**src/rtl/uart_pkg.sv**
```systemverilog
// Shared definitions for the UART receive path.
//   - FSM state encoding for uart_rx_ctrl
//   - Frame geometry: one start bit, eight data bits (LSB first), one stop bit
//   - Default bit-cell length in clock cycles (50 MHz clock, 9600 baud)
package uart_pkg;

    localparam logic [2:0] ST_IDLE  = 3'd0;
    localparam logic [2:0] ST_START = 3'd1;
    localparam logic [2:0] ST_DATA  = 3'd2;
    localparam logic [2:0] ST_CHECK = 3'd3;
    localparam logic [2:0] ST_BREAK = 3'd4;

    localparam int FRAME_BITS    = 10;
    localparam int DATA_BITS     = 8;
    localparam int DEF_BIT_TICKS = 5208;

endpackage

```
**src/rtl/uart_bit_timer.sv**
```systemverilog
// Bit-cell timer for the UART receiver.
// A CNT_W-bit up-counter that is cleared by clr, advances while en is high,
// and flags the last cycle of a half bit cell and of a full bit cell.
// Ports:
//   clk      system clock, rising edge
//   reset    asynchronous active-high reset, counter to 0
//   clr      synchronous clear, takes priority over en
//   en       count enable
//   half_tc  counter equals BIT_TICKS/2 - 1
//   full_tc  counter equals BIT_TICKS - 1
module uart_bit_timer #(
    parameter int BIT_TICKS = 5208,
    parameter int CNT_W     = 13
) (
    input  logic clk,
    input  logic reset,
    input  logic clr,
    input  logic en,
    output logic half_tc,
    output logic full_tc
);

    localparam logic [CNT_W-1:0] HALF_LAST = CNT_W'(BIT_TICKS / 2 - 1);
    localparam logic [CNT_W-1:0] FULL_LAST = CNT_W'(BIT_TICKS - 1);

    logic [CNT_W-1:0] cnt_reg;

    // The controller clears the counter on every terminal count, so it
    // never runs past FULL_LAST and needs no wrap handling.
    always_ff @(posedge clk or posedge reset) begin
        if (reset) begin
            cnt_reg <= '0;
        end else if (clr) begin
            cnt_reg <= '0;
        end else if (en) begin
            cnt_reg <= cnt_reg + 1'b1;
        end
    end

    assign half_tc = (cnt_reg == HALF_LAST);
    assign full_tc = (cnt_reg == FULL_LAST);

endmodule

```
**src/rtl/uart_rx_ctrl.sv**
```systemverilog
// UART receive controller.
// Oversamples the serial line, finds start bits, times each bit cell and
// drives an external 10-bit shift register (one shift per bit, start bit
// first, stop bit last). After the stop bit it checks framing and hands the
// byte to the host with a one-cycle strobe.
// Ports:
//   clk        system clock, rising edge
//   reset      asynchronous active-high reset (also resets the shift register)
//   rx         raw asynchronous serial line, idles high
//   sr         parallel contents of the shift register
//   sh         shift enable, one clock per received bit
//   sdi        serial data into the shift register, valid with sh
//   rx_data    last correctly framed byte
//   rx_valid   one-cycle pulse when rx_data is updated
//   frame_err  one-cycle pulse when the stop bit is 0
//   busy       high from start detection until the frame check is done
module uart_rx_ctrl
    import uart_pkg::*;
#(
    parameter int BIT_TICKS = DEF_BIT_TICKS,
    parameter int CNT_W     = 13
) (
    input  logic                 clk,
    input  logic                 reset,
    input  logic                 rx,
    input  logic [FRAME_BITS-1:0] sr,
    output logic                 sh,
    output logic                 sdi,
    output logic [DATA_BITS-1:0] rx_data,
    output logic                 rx_valid,
    output logic                 frame_err,
    output logic                 busy
);

    logic [2:0] state_reg;
    logic [3:0] bit_cnt_reg;
    logic       rx_meta_reg;
    logic       rx_s_reg;

    logic tmr_clr;
    logic tmr_en;
    logic half_tc;
    logic full_tc;

    // The start bit lands in sr[0]; only the stop bit is checked for framing.
    logic unused_start_bit;
    assign unused_start_bit = sr[0];

    // The timer runs only while timing a half cell (START) or a full cell
    // (DATA). It is held at zero otherwise, so each phase starts from 0.
    always_comb begin
        tmr_en  = (state_reg == ST_START) || (state_reg == ST_DATA);
        tmr_clr = !tmr_en
               || ((state_reg == ST_START) && half_tc)
               || ((state_reg == ST_DATA)  && full_tc);
    end

    uart_bit_timer #(
        .BIT_TICKS (BIT_TICKS),
        .CNT_W     (CNT_W)
    ) u_bit_timer (
        .clk     (clk),
        .reset   (reset),
        .clr     (tmr_clr),
        .en      (tmr_en),
        .half_tc (half_tc),
        .full_tc (full_tc)
    );

    always_ff @(posedge clk or posedge reset) begin
        if (reset) begin
            rx_meta_reg <= 1'b1;
            rx_s_reg    <= 1'b1;
            state_reg   <= ST_IDLE;
            bit_cnt_reg <= '0;
            sh          <= 1'b0;
            sdi         <= 1'b0;
            rx_data     <= '0;
            rx_valid    <= 1'b0;
            frame_err   <= 1'b0;
            busy        <= 1'b0;
        end else begin
            rx_meta_reg <= rx;
            rx_s_reg    <= rx_meta_reg;

            sh        <= 1'b0;
            rx_valid  <= 1'b0;
            frame_err <= 1'b0;

            case (state_reg)
                ST_IDLE: begin
                    if (!rx_s_reg) begin
                        state_reg <= ST_START;
                        busy      <= 1'b1;
                    end
                end

                // Re-sample the start bit in the middle of its cell to
                // reject glitches shorter than half a bit.
                ST_START: begin
                    if (half_tc) begin
                        if (!rx_s_reg) begin
                            sh          <= 1'b1;
                            sdi         <= 1'b0;
                            bit_cnt_reg <= 4'd1;
                            state_reg   <= ST_DATA;
                        end else begin
                            busy      <= 1'b0;
                            state_reg <= ST_IDLE;
                        end
                    end
                end

                // Once the stop bit has been shifted (bit_cnt = 10) we spend
                // one more cycle here so that CHECK sees the register after
                // that final shift has taken effect.
                ST_DATA: begin
                    if (bit_cnt_reg == 4'(FRAME_BITS)) begin
                        state_reg <= ST_CHECK;
                    end else if (full_tc) begin
                        sh          <= 1'b1;
                        sdi         <= rx_s_reg;
                        bit_cnt_reg <= bit_cnt_reg + 4'd1;
                    end
                end

                ST_CHECK: begin
                    busy <= 1'b0;
                    if (sr[FRAME_BITS-1]) begin
                        rx_data   <= sr[DATA_BITS:1];
                        rx_valid  <= 1'b1;
                        state_reg <= ST_IDLE;
                    end else begin
                        frame_err <= 1'b1;
                        state_reg <= ST_BREAK;
                    end
                end

                // A line held low after a bad stop bit must return high
                // before another start bit is accepted.
                ST_BREAK: begin
                    if (rx_s_reg) begin
                        state_reg <= ST_IDLE;
                    end
                end

                default: begin
                    busy      <= 1'b0;
                    state_reg <= ST_IDLE;
                end
            endcase
        end
    end

endmodule
```
**config.mk**
```make
export PLATFORM = sky130hd
export DESIGN_NAME = uart_rx_ctrl
export DESIGN_NICKNAME = d
export VERILOG_FILES = /design/src/rtl/uart_pkg.sv /design/src/rtl/uart_bit_timer.sv /design/src/rtl/uart_rx_ctrl.sv
export SDC_FILE = /design/constraint.sdc
export NUM_CORES = 1
export LEC_CHECK = 0
export ABC_CLOCK_PERIOD_IN_PS = 2300
export CAP_MARGIN = 15
export CORE_UTILIZATION = 52
export DETAILED_ROUTE_END_ITERATION = 10
export GPL_ROUTABILITY_DRIVEN = 0
export GPL_TIMING_DRIVEN = 0
export PLACE_DENSITY = 0.78
export SLEW_MARGIN = 10
export SYNTH_ARGS = -nofsm -noshare
export SYNTH_HDL_FRONTEND = slang
export SYNTH_SLANG_ARGS = --single-unit
```
**constraint.sdc**
```tcl
create_clock -name clk -period 2.3 [get_ports clk]
set_input_delay 0.46 -clock clk [delete_from_list [all_inputs] [get_ports clk]]
set_output_delay 0.46 -clock clk [all_outputs]
set_load 0.01 [all_outputs]
```
# Word-level counts from Yosys, hierarchy flattened
# Index checks and enable logic that the tools add are counted.
# Widths: inputs -> output; s select.
dict set report op_classes {
  add_sub_neg 2
  n_eq_ne 15
  muxes 32
  n_bitwise 1
  reduce_logical 14
}
# op n
set ops {}
lappend ops {{$mux 13} 2}
lappend ops {{$mux 4} 4}
lappend ops {{$mux 1} 15}
lappend ops {{$mux 3} 5}
lappend ops {{$pmux 3 s5} 1}
lappend ops {{$ne 2x2->1 const B} 7}
lappend ops {{$add 13x1->13 const B} 1}
lappend ops {{$eq 13x12->1 const B} 1}
lappend ops {{$eq 13x13->1 const B} 1}
lappend ops {{$pmux 4 s2} 1}
lappend ops {{$reduce_and 4->1} 2}
lappend ops {{$eq 3x2->1 const B} 2}
lappend ops {{$reduce_and 5->1} 1}
lappend ops {{$add 4x1->4 const B} 1}
lappend ops {{$eq 4x4->1 const B} 1}
lappend ops {{$pmux 1 s2} 2}
lappend ops {{$reduce_bool 2->1} 2}
lappend ops {{$eq 3x1->1 const B} 1}
lappend ops {{$eq 3x3->1 const B} 1}
lappend ops {{$logic_not 3->1} 1}
lappend ops {{$logic_or 1x1->1} 3}
lappend ops {{$pmux 1 s3} 1}
lappend ops {{$logic_and 1x1->1} 2}
lappend ops {{$mux 2} 1}
lappend ops {{5 further kinds} 5}
dict set report totals {
  reg_bits 35
  inputBits 13
  out_inout_bits 13
  elab_cells 75
}

# Depth between registers and ports, before layout
# Gate-level depths: netlist of run 1.
dict set report depth {
  word_depth 6
  depth_mapped 6
  ltp_nobuf 6
}

# Cells and area by module
# From an unflattened synthesis of run 1, not the netlist that was laid out.
dict set report unflattened {
  cells_unflattened 159
  area_unflattened_um2 1755.4
}
# module instances cells_per_inst area_per_inst_um2
set modules_own_cells {}
lappend modules_own_cells {uart_rx_ctrl 1 81 997.2}
lappend modules_own_cells {uart_bit_timer 1 78 758.2}

# Least setup slack after synthesis of run 1
# No wires, ideal clock.
dict set report synth_timing {
  kind {reg-to-reg}
  startpoint {register u_bit_timer.cnt_reg[0]}
  endpoint {register bit_cnt_reg[1]}
  t_arrival_ns 1.539
  required_time_ns 2.179
  path_slack_ns 0.640
  stages_incl_launch_ff 7
  n_path_buf 0
  period_less_slack_ns 1.660
  cell_sequence {dfrtp_1 > ha_1 > and4bb_2 > nand4_4 > a32oi_4 > nand2b_4 > a22o_1}
}
dict set report synth_between {
  elab_chain_cells 3
}
# element line_no
set synth_rtl {}
lappend synth_rtl {{from (decl)} uart_bit_timer.sv:26} ;# logic [CNT_W-1:0] cnt_reg;
lappend synth_rtl {{from (signal assigned)} uart_bit_timer.sv:36} ;# cnt_reg <= cnt_reg + 1'b1;
lappend synth_rtl {{$eq 13x13->1 or $eq 13x12->1 (tied branches)} {uart_bit_timer.sv:41, uart_bit_timer.sv:40}}
lappend synth_rtl {{$ne 2x2->1 (no source line)} -}
lappend synth_rtl {{$reduce_and 5->1 (no source line) (*)} -}
lappend synth_rtl {{to (signal assigned)} uart_rx_ctrl.sv:123} ;# bit_cnt_reg <= bit_cnt_reg + 4'd1;
lappend synth_rtl {{to (decl)} uart_rx_ctrl.sv:36} ;# logic [3:0] bit_cnt_reg;
# Every way passes the cells marked *; elsewhere a longest branch is shown, timed or not.
# A chain may end at the register's enable or synchronous reset.

# Worst setup path in the final report of run 1
# Same ends and word-level chain as after synthesis.

==> results of run 1 <==
## where the power goes
group | switching [mW] | leakage [nW] | total, mW | internal (mW)
clock network | 0.215 | 0.0282 | 0.332 | 0.118
logic | 0.369 | 0.394 | 0.779 | 0.410
registers | 0.0800 | 0.451 | 0.831 | 0.751
total | 0.664 | 0.873 | 1.94 | 1.28
## stage by stage
| step | utilization | setup slack, ns | instance area [um^2] | hold slack, ns |
|---|---|---|---|---|
| 3_5_place_dp | 0.643 | 0.435 | 1950 | 0.347 |
| 6_report | 0.661 | 0.404 | 2000 | 0.360 |
| 3_3_place_gp | 0.643 | 0.334 | 1950 | 0.346 |
| 2_1_floorplan | - | 0.640 | 1650 | 0.345 |
| 4_1_cts | 0.661 | 0.403 | 2000 | 0.365 |
| 5_1_grt | 0.661 | 0.301 | 2000 | 0.358 |
## critical path, cell delays in order, from the launching register on
cell                       delay (ns)
sky130_fd_sc_hd__dfrtp_1         0.41
sky130_fd_sc_hd__ha_1            0.23
sky130_fd_sc_hd__and3_1          0.21
sky130_fd_sc_hd__nand4_1         0.19
sky130_fd_sc_hd__a32oi_4         0.41
sky130_fd_sc_hd__nand2b_4        0.11
sky130_fd_sc_hd__a22o_1          0.23
## cells in the final DEF, fill, tap and decap left out, types with 2 or more instances in the layout
master / n
sky130_fd_sc_hd__dfrtp_1: 33
sky130_fd_sc_hd__clkdlybuf4s50_1: 24
sky130_fd_sc_hd__nor2_1: 20
sky130_fd_sc_hd__xor2_1: 8
sky130_fd_sc_hd__mux2_2: 8
sky130_fd_sc_hd__inv_1: 6
sky130_fd_sc_hd__nand2_1: 6
sky130_fd_sc_hd__a21oi_1: 6
sky130_fd_sc_hd__o21ai_0: 5
sky130_fd_sc_hd__clkbuf_4: 5
sky130_fd_sc_hd__and3_1: 4
sky130_fd_sc_hd__nand4_1: 4
sky130_fd_sc_hd__nor3_1: 4
sky130_fd_sc_hd__nand3_1: 4
sky130_fd_sc_hd__ha_1: 3
sky130_fd_sc_hd__and2b_1: 2
sky130_fd_sc_hd__and4bb_2: 2
sky130_fd_sc_hd__or3_1: 2
sky130_fd_sc_hd__dfstp_2: 2
## final timing paths
check                                        from        endpoint  slack [ns]  depth (start not counted)
hold reg to reg                       rx_meta_reg        rx_s_reg        0.36                          0
min in group asynchronous                   reset      rx_data[7]        0.52                          2
hold / removal                        rx_meta_reg        rx_s_reg        0.36                          0
setup reg to reg           u_bit_timer.cnt_reg[0]  bit_cnt_reg[1]        0.40                          6
max in group asynchronous                   reset  bit_cnt_reg[2]        1.31                          2
setup / recovery           u_bit_timer.cnt_reg[0]  bit_cnt_reg[1]        0.40                          6
## final cells by class
cell class / count / area (um^2)
clock inverter: 2 / 12.5
fill: 245 / 1030
tap: 44 / 55.1
multi-input combinational: 99 / 723
buffer: 3 / 23.8
sequential: 35 / 878
timing repair buffer: 24 / 240
inverter: 7 / 26.3
clock buffer: 6 / 41.3
## synth_stat cells, types with 2 or more instances
cell type	instances	share of area
sky130_fd_sc_hd__and2b_1	2	0.0091
sky130_fd_sc_hd__mux2_2	8	0.055
sky130_fd_sc_hd__ha_1	3	0.023
sky130_fd_sc_hd__nand3_1	4	0.012
sky130_fd_sc_hd__o21ai_0	5	0.015
sky130_fd_sc_hd__nand2_1	6	0.014
sky130_fd_sc_hd__a21oi_1	6	0.018
sky130_fd_sc_hd__nor3_1	4	0.012
sky130_fd_sc_hd__dfstp_2	2	0.032
sky130_fd_sc_hd__nor2_1	20	0.045
sky130_fd_sc_hd__xor2_1	8	0.042
sky130_fd_sc_hd__or3_1	2	0.0076
sky130_fd_sc_hd__and3_1	4	0.015
sky130_fd_sc_hd__inv_1	7	0.016
sky130_fd_sc_hd__dfrtp_1	33	0.50
sky130_fd_sc_hd__and4bb_2	2	0.015
sky130_fd_sc_hd__nand4_1	4	0.015
## layer usage
layer	track usage	vias to the layer above
met5	0	-
met4	0.150	0
met3	0.0484	8
met2	0.319	15
met1	0.242	577
li1	-	572
## kinds of logic (layout without fill, tap and decap cells)
kind of cell / Yosys count / in the layout
AND/OR/NAND/NOR: 57 / 57
flip-flops: 35 / 35
AO/OA/AOI/OAI: 21 / 21
buffers and inverters: 10 / 42
XOR/XNOR: 9 / 9
multiplexers: 9 / 9
adder cells (fa/ha/maj): 3 / 3
==> summary.md, run 1 <==
* **total of cells resized after clock tree synthesis** 0
* **complex-gate fraction of the synthesized area** 0.104
* **dominant register cell in the synthesized netlist** sky130_fd_sc_hd__dfrtp_1
* **overall die height** 58.4 um
* **category of the worst setup path capture point** register
* **number of flops mapped to enable cells by yosys** 0
* **Hold Path Class** register to register
* **library cell used as clock root buffer** sky130_fd_sc_hd__clkbuf_4
* **pwr/cell area** 971 nW/um^2
* **final-report max-slew violation count** 0
* **achievable frequency** 527 MHz
* **number of global-route vias before repair** 1130
* **wire length of the first global-routing pass** 4970 um
* **largest fanout on the critical path** 6
* **post-synthesis sequential element count** 35
* **CTS HTree Levels** 2
* **multiplexer area fraction after synthesis** 0.0606
* **yosys warns** 0
* **Final Instance Count excl. Fillers** 220
* **Die ar.** 3410 um^2
* **portion of the clock cycle consumed by the worst path in the final layout** 0.825
* **cell count after placement** 212
* **highest metal used** met4
* **Post-Synthesis Mean Instance Area** 11.5 um^2
* **clock period minus worst slack** 1.90 ns
* **critical path start-end classification** register to register
* **aggregate routed wire length** 2950 um
* **post-synthesis xor/xnor area fraction** 0.0477
* **Setup Fix Bufs, Post-CTS** 0
* **Layout Area Growth over Synthesis** 21.1%
* **main combinational cell family by area after synthesis** simple AND/OR/NAND/NOR gates
* **Critical Path Start Type** register
* **row cnt** 20
* **signal arrival time at the worst endpoint** 2.14 ns
* **result of the run** finished, final reports clean
* **relative slew slack** 0.530
* **number of antenna violations at the first check in global routing** 0
* **count of TritonRoute iterations in the first routing pass** 4
* **Worst IR Drop VDD** 0.502 mV
* **HPWL after detailed placement** 2120 um
* **Clk Latency, worst-skew pair** 0.36 ns
* **Net Count, Synth** 160
* **total clock sinks** 35
* **count of unresolved DRC violations after routing** 0
* **proportion of synthesized chip area in sequential cells** 0.532
* **TritonCTS clock tree** done
* **core area** 3030 um^2
* **Post-Synth Simple-Gate Area** 0.203
* **flip-flop count of the largest register after layout** 13
* **sum of negative setup slack** 0 ns
* **routed wl met2** 1500 um
* **number of DRC markers after the initial detailed-route iteration** 32
* **largest net degree at the start of global routing** 36
* **count of vias placed by the detailed router** 1172
* **total inserted antenna cells** 0
* **CTS clk-pin slew, worst paths** 0.11 ns
* **starting utilization of the core area** 0.545
* **post-DR vias/cell** 5.33
* **slew at the pin closest to its max-slew limit** 0.704 ns
* **final setup violation count** 0
* **power consumption** 1.94 mW
* **final setup skew** 0.0139 ns
* **average routed wire per standard cell** 13.4 um
* **Net count, final** 191
* **max-cap violation count** 0
* **hold-fix buffers at CTS** 0
* **horizontal die dimension** 58.4 um
* **port bufs** 24
* **Cell Area, Synth** 1650 um^2
* **routed length on met3** 69 um
* **Final Hold Viols** 0
* **number of clock buffers inserted by TritonCTS** 5
* **number of instances in the synthesized netlist** 144
* **maximum root-to-sink buffer count** 2
* **count of cell types in the netlist** 41
* **routed metal-1 wirelength** 1280 um
* **GRT Residual Overflow** 0
* **remaining antenna violation count** 0
* **overall track demand over capacity in global routing** 0.202
* **unrepaired setup endpoints after global routing** no
* **required arrival time at the worst endpoint** 2.54 ns
* **Top-Level Pins** 26
* **fraction of the mapped netlist area in adder cells** 0.0227
* **LEAKAGE** 0.873 nW
* **share of layout cells above drive strength 1** 0.176
* **asr flop ratio synth** 1.00
Power figures use the tool's default switching activity.
==> run 2: changes to the inputs <==
--- a/config.mk
+++ b/config.mk
@@ -5,7 +5,7 @@
 export SDC_FILE = /design/constraint.sdc
 export NUM_CORES = 1
 export LEC_CHECK = 0
-export ABC_CLOCK_PERIOD_IN_PS = 2300
+export ABC_CLOCK_PERIOD_IN_PS = 1900
 export CAP_MARGIN = 15
 export CORE_UTILIZATION = 52
 export DETAILED_ROUTE_END_ITERATION = 10
==> constraint.sdc (replaced) <==
create_clock -name clk -period 1.9 [get_ports clk]
set_input_delay 0.38 -clock clk [delete_from_list [all_inputs] [get_ports clk]]
set_output_delay 0.38 -clock clk [all_outputs]
set_load 0.01 [all_outputs]
==> summary.md, run 2 (synthesized netlist as in run 1, its figures left out) <==
* **GRT Residual Overflow** 0
* **achievable frequency** 544 MHz
* **met1 Use GR** 0.242
* **Sw Ratio** 0.337
* **sum of negative setup slack** 0 ns
* **Final Hold Viols** 0
* **count of vias placed by the detailed router** 1163
* **clock period minus worst slack** 1.84 ns
* **port bufs** 24
* **remaining antenna violation count** 0
* **hold-fix buffers at CTS** 0
* **Top-Level Pins** 26
* **post-DR vias/cell** 5.24
* **final-report max-slew violation count** 0
* **horizontal die dimension** 58.4 um
* **Clk Latency, worst-skew pair** 0.36 ns
* **Layout Area Growth over Synthesis** 22.5%
* **utilization after layout** 0.668
* **share of layout cells above drive strength 1** 0.197
* **critical path start-end classification** register to register
* **number of DRC markers after the initial detailed-route iteration** 27
* **max-cap violation count** 0
* **most common cell after layout, fill and taps aside** sky130_fd_sc_hd__dfrtp_1
* **portion of the clock cycle consumed by the worst path in the final layout** 0.967
* **worst-case setup slack after placement** 0.0351 ns
* **met2 routing resource usage after global routing** 0.319
* **Critical Path Start Type** register
* **final setup skew** 0.0164 ns
* **highest-count cells in the layout ignoring fill and taps** 33 x sky130_fd_sc_hd__dfrtp_1, 24 x sky130_fd_sc_hd__clkdlybuf4s50_1, 20 x sky130_fd_sc_hd__nor2_1, 8 x sky130_fd_sc_hd__xor2_1, 8 x sky130_fd_sc_hd__mux2_2
* **overall die height** 58.4 um
* **required arrival time at the worst endpoint** 2.14 ns
* **maximum root-to-sink buffer count** 2
* **Worst IR Drop VDD** 0.611 mV
* **wire length of the first global-routing pass** 4970 um
* **Sequential Power Share** 0.416
* **largest net degree at the start of global routing** 36
* **unrepaired setup endpoints after global routing** no
* **core area** 3030 um^2
* **count of TritonRoute iterations in the first routing pass** 4
* **pwr/cell area** 1200 nW/um^2
* **starting utilization of the core area** 0.545
* **combinational power share** 0.417
* **aggregate routed wire length** 2990 um
* **slew at the pin closest to its max-slew limit** 0.722 ns
* **final setup violation count** 0
* **CTS HTree Levels** 2
* **category of the worst setup path capture point** register
* **flip-flop count of the largest register after layout** 13
* **count of unresolved DRC violations after routing** 0
* **busiest layer in global routing** met2
* **LEAKAGE** 0.881 nW
* **largest fanout on the critical path** 5
* **overall track demand over capacity in global routing** 0.202
* **total inserted antenna cells** 0
* **total clock sinks** 35
* **relative slew slack** 0.518
* **number of global-route vias before repair** 1130
* **average routed wire per standard cell** 13.5 um
* **clock power share** 0.167
* **setup slack of the critical path after layout** 0.0630 ns
* **library cell used as clock root buffer** sky130_fd_sc_hd__clkbuf_4
* **number of clock buffers inserted by TritonCTS** 5
* **CTS clk-pin slew, worst paths** 0.11 ns
* **fill cell count** 237
* **switching power total** 817 uW
* **result of the run** finished, final reports clean
* **TritonCTS clock tree** done
* **row cnt** 20
* **Int Power** 1.60 mW
* **Net count, final** 193
* **HPWL after detailed placement** 2120 um
* **number of antenna violations at the first check in global routing** 0
* **fraction of met3 tracks used by global routing** 0.0484
* **Hold Path Class** register to register
* **signal arrival time at the worst endpoint** 2.08 ns
* **Die ar.** 3410 um^2
[run 2: per-stage QoR]
stage / cells / power, mW / cell area, um^2 / hold slack (ns)
finish: 222 / 2.42 / 2020 / 0.358
detailed placement: 212 / 1.97 / 1950 / 0.347
global placement: 212 / 1.95 / 1950 / 0.346
global route: 222 / 2.59 / 2020 / 0.358
floorplan: 144 / 1.61 / 1650 / 0.345
CTS: 220 / 2.38 / 2000 / 0.365
[run 2: repair_timing]
item	in CTS	in global routing
setup buffers	0	2
endpoints found under the setup margin	0	13
gates resized for setup	0	3
[run 2: power groups by stage]
| stage | logic [mW] | clock network [mW] | registers, mW |
|---|---|---|---|
| floorplan | 0.550 | 0 | 1.06 |
| global placement | 0.931 | 0 | 1.01 |
| detailed placement | 0.949 | 0 | 1.02 |
| CTS | 0.955 | 0.412 | 1.01 |
| global route | 1.11 | 0.445 | 1.03 |
| finish | 1.01 | 0.405 | 1.01 |
[run 2: final cells by class]
| cell class | count | area [um^2] | share of cell area |
|---|---|---|---|
| Multi-Input combinational cell | 99 | 731 | 0.361 |
| Sequential cell | 35 | 878 | 0.434 |
| Tap cell | 44 | 55.1 | 0.0272 |
| Clock buffer | 6 | 41.3 | 0.0204 |
| Clock inverter | 2 | 12.5 | 0.00618 |
| Timing Repair Buffer | 26 | 255 | 0.126 |
| Inverter | 7 | 26.3 | 0.0130 |
| Buffer | 3 | 23.8 | 0.0118 |
[run 2: worst paths after layout]
| check | startpoint | to | slack (ns) | cells past startpoint |
|---|---|---|---|---|
| worst min-delay path | rx_meta_reg | rx_s_reg | 0.36 | 0 |
| worst max register to register | u_bit_timer.cnt_reg[0] | bit_cnt_reg[1] | 0.06 | 6 |
| min in group asynchronous | reset | rx_data[3] | 0.45 | 2 |
| max in group asynchronous | reset | bit_cnt_reg[2] | 0.97 | 2 |
| worst min register to register | rx_meta_reg | rx_s_reg | 0.36 | 0 |
| worst max-delay path | u_bit_timer.cnt_reg[0] | bit_cnt_reg[1] | 0.06 | 6 |
[run 2: metal layers]
metal / up-vias / wire, um
li1: 576 / -
met1: 562 / 1310
met2: 17 / 1510
met3: 8 / 75
met4: 0 / 89
met5: - / 0
[run 2: worst max-delay path, stage by stage, from the launching register on]
cell	delay, ns
sky130_fd_sc_hd__dfrtp_1	0.41
sky130_fd_sc_hd__ha_2	0.22
sky130_fd_sc_hd__and4bb_2	0.27
sky130_fd_sc_hd__nand4_4	0.15
sky130_fd_sc_hd__a32oi_4	0.34
sky130_fd_sc_hd__nand2b_4	0.10
sky130_fd_sc_hd__a22o_1	0.23
==> run 3: changes to the inputs <==
--- a/config.mk
+++ b/config.mk
@@ -7,11 +7,11 @@
 export LEC_CHECK = 0
 export ABC_CLOCK_PERIOD_IN_PS = 1900
 export CAP_MARGIN = 15
-export CORE_UTILIZATION = 52
+export CORE_UTILIZATION = 50
 export DETAILED_ROUTE_END_ITERATION = 10
 export GPL_ROUTABILITY_DRIVEN = 0
 export GPL_TIMING_DRIVEN = 0
-export PLACE_DENSITY = 0.78
+export PLACE_DENSITY = 0.75
 export SLEW_MARGIN = 10
 export SYNTH_ARGS = -nofsm -noshare
 export SYNTH_HDL_FRONTEND = slang
==> summary.md, run 3 (synthesized netlist as in run 1, its figures left out) <==
* **number of DRC markers after the initial detailed-route iteration** 39
* **end point of the critical path** bit_cnt_reg[1]
* **Hold Path Class** register to register
* **Final Hold Viols** 0
* **flip-flop count of the largest register after layout** 13
* **total clock sinks** 35
* **Critical Path Start Type** register
* **start of the worst register-to-register path** u_bit_timer.cnt_reg[0]
* **LEAKAGE** 0.887 nW
* **result of the run** finished, final reports clean
* **cell count after placement** 212
* **required arrival time at the worst endpoint** 2.15 ns
* **achievable frequency** 551 MHz
* **pwr/cell area** 1200 nW/um^2
* **total inserted antenna cells** 0
* **overall track demand over capacity in global routing** 0.218
* **combinational power share** 0.430
* **HPWL after detailed placement** 2280 um
* **core area** 3100 um^2
* **wire length of the first global-routing pass** 5390 um
* **post-DR vias/cell** 5.40
* **TritonCTS clock tree** done
* **Clk Latency, worst-skew pair** 0.35 ns
* **horizontal die dimension** 59.5 um
* **slew at the pin closest to its max-slew limit** 0.705 ns
* **average routed wire per standard cell** 14.8 um
* **Int Power** 1.61 mW
* **unrepaired setup endpoints after global routing** no
* **largest fanout on the critical path** 6
* **Worst IR Drop VDD** 0.852 mV
* **number of antenna violations at the first check in global routing** 0
* **aggregate routed wire length** 3310 um
* **Layout Area Growth over Synthesis** 23.1%
* **clock power share** 0.158
* **area of combinational cells with multiple inputs** 731 um^2
* **worst-case setup slack after placement** 0.0238 ns
* **clock period minus worst slack** 1.81 ns
* **R2R cell count** 6
* **worst slack on hold paths** 0.359 ns
* **overall die height** 59.5 um
* **Sw Ratio** 0.339
* **count of unresolved DRC violations after routing** 0
* **combined flip-flop and latch cell area** 878 um^2
* **number of global-route vias before repair** 1242
* **number of clock buffers inserted by TritonCTS** 5
* **portion of the clock cycle consumed by the worst path in the final layout** 0.955
* **count of vias placed by the detailed router** 1209
* **launching element of the worst setup path** u_bit_timer.cnt_reg[0]
* **worst setup slack for register-to-register paths** 0.09 ns
* **critical path start-end classification** register to register
* **count of TritonRoute iterations in the first routing pass** 4
* **Sequential Power Share** 0.413
* **relative slew slack** 0.530
* **share of layout cells above drive strength 1** 0.194
* **row cnt** 20
* **library cell used as clock root buffer** sky130_fd_sc_hd__clkbuf_4
* **remaining antenna violation count** 0
* **GRT Residual Overflow** 0
* **starting utilization of the core area** 0.532
* **largest net degree at the start of global routing** 36
* **signal arrival time at the worst endpoint** 2.06 ns
* **capture point of the worst reg-to-reg path** bit_cnt_reg[1]
* **fill cell count** 271
* **category of the worst setup path capture point** register
* **CTS HTree Levels** 2
* **switching power total** 827 uW
* **sum of negative setup slack** 0 ns
* **final setup skew** 0.0170 ns
* **hold-fix buffers at CTS** 0
* **most common cell after layout, fill and taps aside** sky130_fd_sc_hd__dfrtp_1
* **Die ar.** 3540 um^2
* **Top-Level Pins** 26
* **Final Instance Count excl. Fillers** 224
* **final setup violation count** 0
* **maximum root-to-sink buffer count** 2
* **Net count, final** 195
* **final-report max-slew violation count** 0
* **setup slack of the critical path after layout** 0.0860 ns
* **max-cap violation count** 0
* **port bufs** 24
* **CTS clk-pin slew, worst paths** 0.10 ns
* **highest-count cells in the layout ignoring fill and taps** 33 x sky130_fd_sc_hd__dfrtp_1, 24 x sky130_fd_sc_hd__clkdlybuf4s50_1, 20 x sky130_fd_sc_hd__nor2_1, 8 x sky130_fd_sc_hd__xor2_1, 8 x sky130_fd_sc_hd__mux2_2
## run 3: layout make-up
| cell class | instances | area share |
|---|---|---|
| sequential | 35 | 0.432 |
| multi-input combinational | 99 | 0.359 |
| timing repair buffer | 28 | 0.133 |
| tap | 44 | 0.0271 |
| clock buffer | 8 | 0.0240 |
| inverter | 7 | 0.0129 |
| buffer | 3 | 0.0117 |
## run 3: repair_timing
| item | 4_1_cts | 5_1_grt |
|---|---|---|
| setup endpoints to repair | 0 | 13 |
| buffers inserted | 0 | 4 |
| resized for setup | 0 | 2 |
## run 3: power by group through the flow
| stage | logic (mW) | clock network [mW] | registers (mW) |
|---|---|---|---|
| 2_1_floorplan | 0.550 | 0 | 1.06 |
| 3_3_place_gp | 0.934 | 0 | 1.01 |
| 3_5_place_dp | 0.968 | 0 | 1.02 |
| 4_1_cts | 0.971 | 0.400 | 1.01 |
| 5_1_grt | 1.15 | 0.424 | 1.02 |
| 6_report | 1.05 | 0.385 | 1.01 |
## run 3: how the worst min path moves through the flow
stage | slack (ns) | startpoint | endpoint | depth (start not counted)
final | 0.36 | rx_meta_reg | rx_s_reg | 0
after global routing | 0.37 | rx_meta_reg | rx_s_reg | 0
after CTS | 0.36 | rx_meta_reg | rx_s_reg | 0
after detailed placement | 0.35 | rx_meta_reg | rx_s_reg | 0
after global placement | 0.35 | rx_meta_reg | rx_s_reg | 0
after floorplan | 0.35 | rx_meta_reg | rx_s_reg | 0
## run 3: through the flow
step                power [mW]   util  instance area (um^2)
detailed placement        1.99  0.627                  1950
CTS                       2.38  0.643                  2000
finish                    2.44  0.655                  2030
floorplan                 1.61      -                  1650
global route              2.60  0.655                  2030
global placement          1.95  0.627                  1950
## run 3: critical path, stage by stage, from the launching register on
cell and delay (ns):
sky130_fd_sc_hd__dfrtp_1 0.37, sky130_fd_sc_hd__ha_2 0.21, sky130_fd_sc_hd__and3_4 0.20, sky130_fd_sc_hd__nand4_1 0.18
sky130_fd_sc_hd__a32oi_4 0.41, sky130_fd_sc_hd__nand2b_4 0.11, sky130_fd_sc_hd__a22o_1 0.24
## run 3: layer usage
| layer | track usage | share of wire | up-vias |
|---|---|---|---|
| li1 | - | - | 573 |
| met1 | 0.253 | 0.42 | 605 |
| met5 | 0 | 0 | - |
| met2 | 0.355 | 0.52 | 24 |
| met4 | 0.156 | 0.022 | 0 |
| met3 | 0.0502 | 0.030 | 7 |
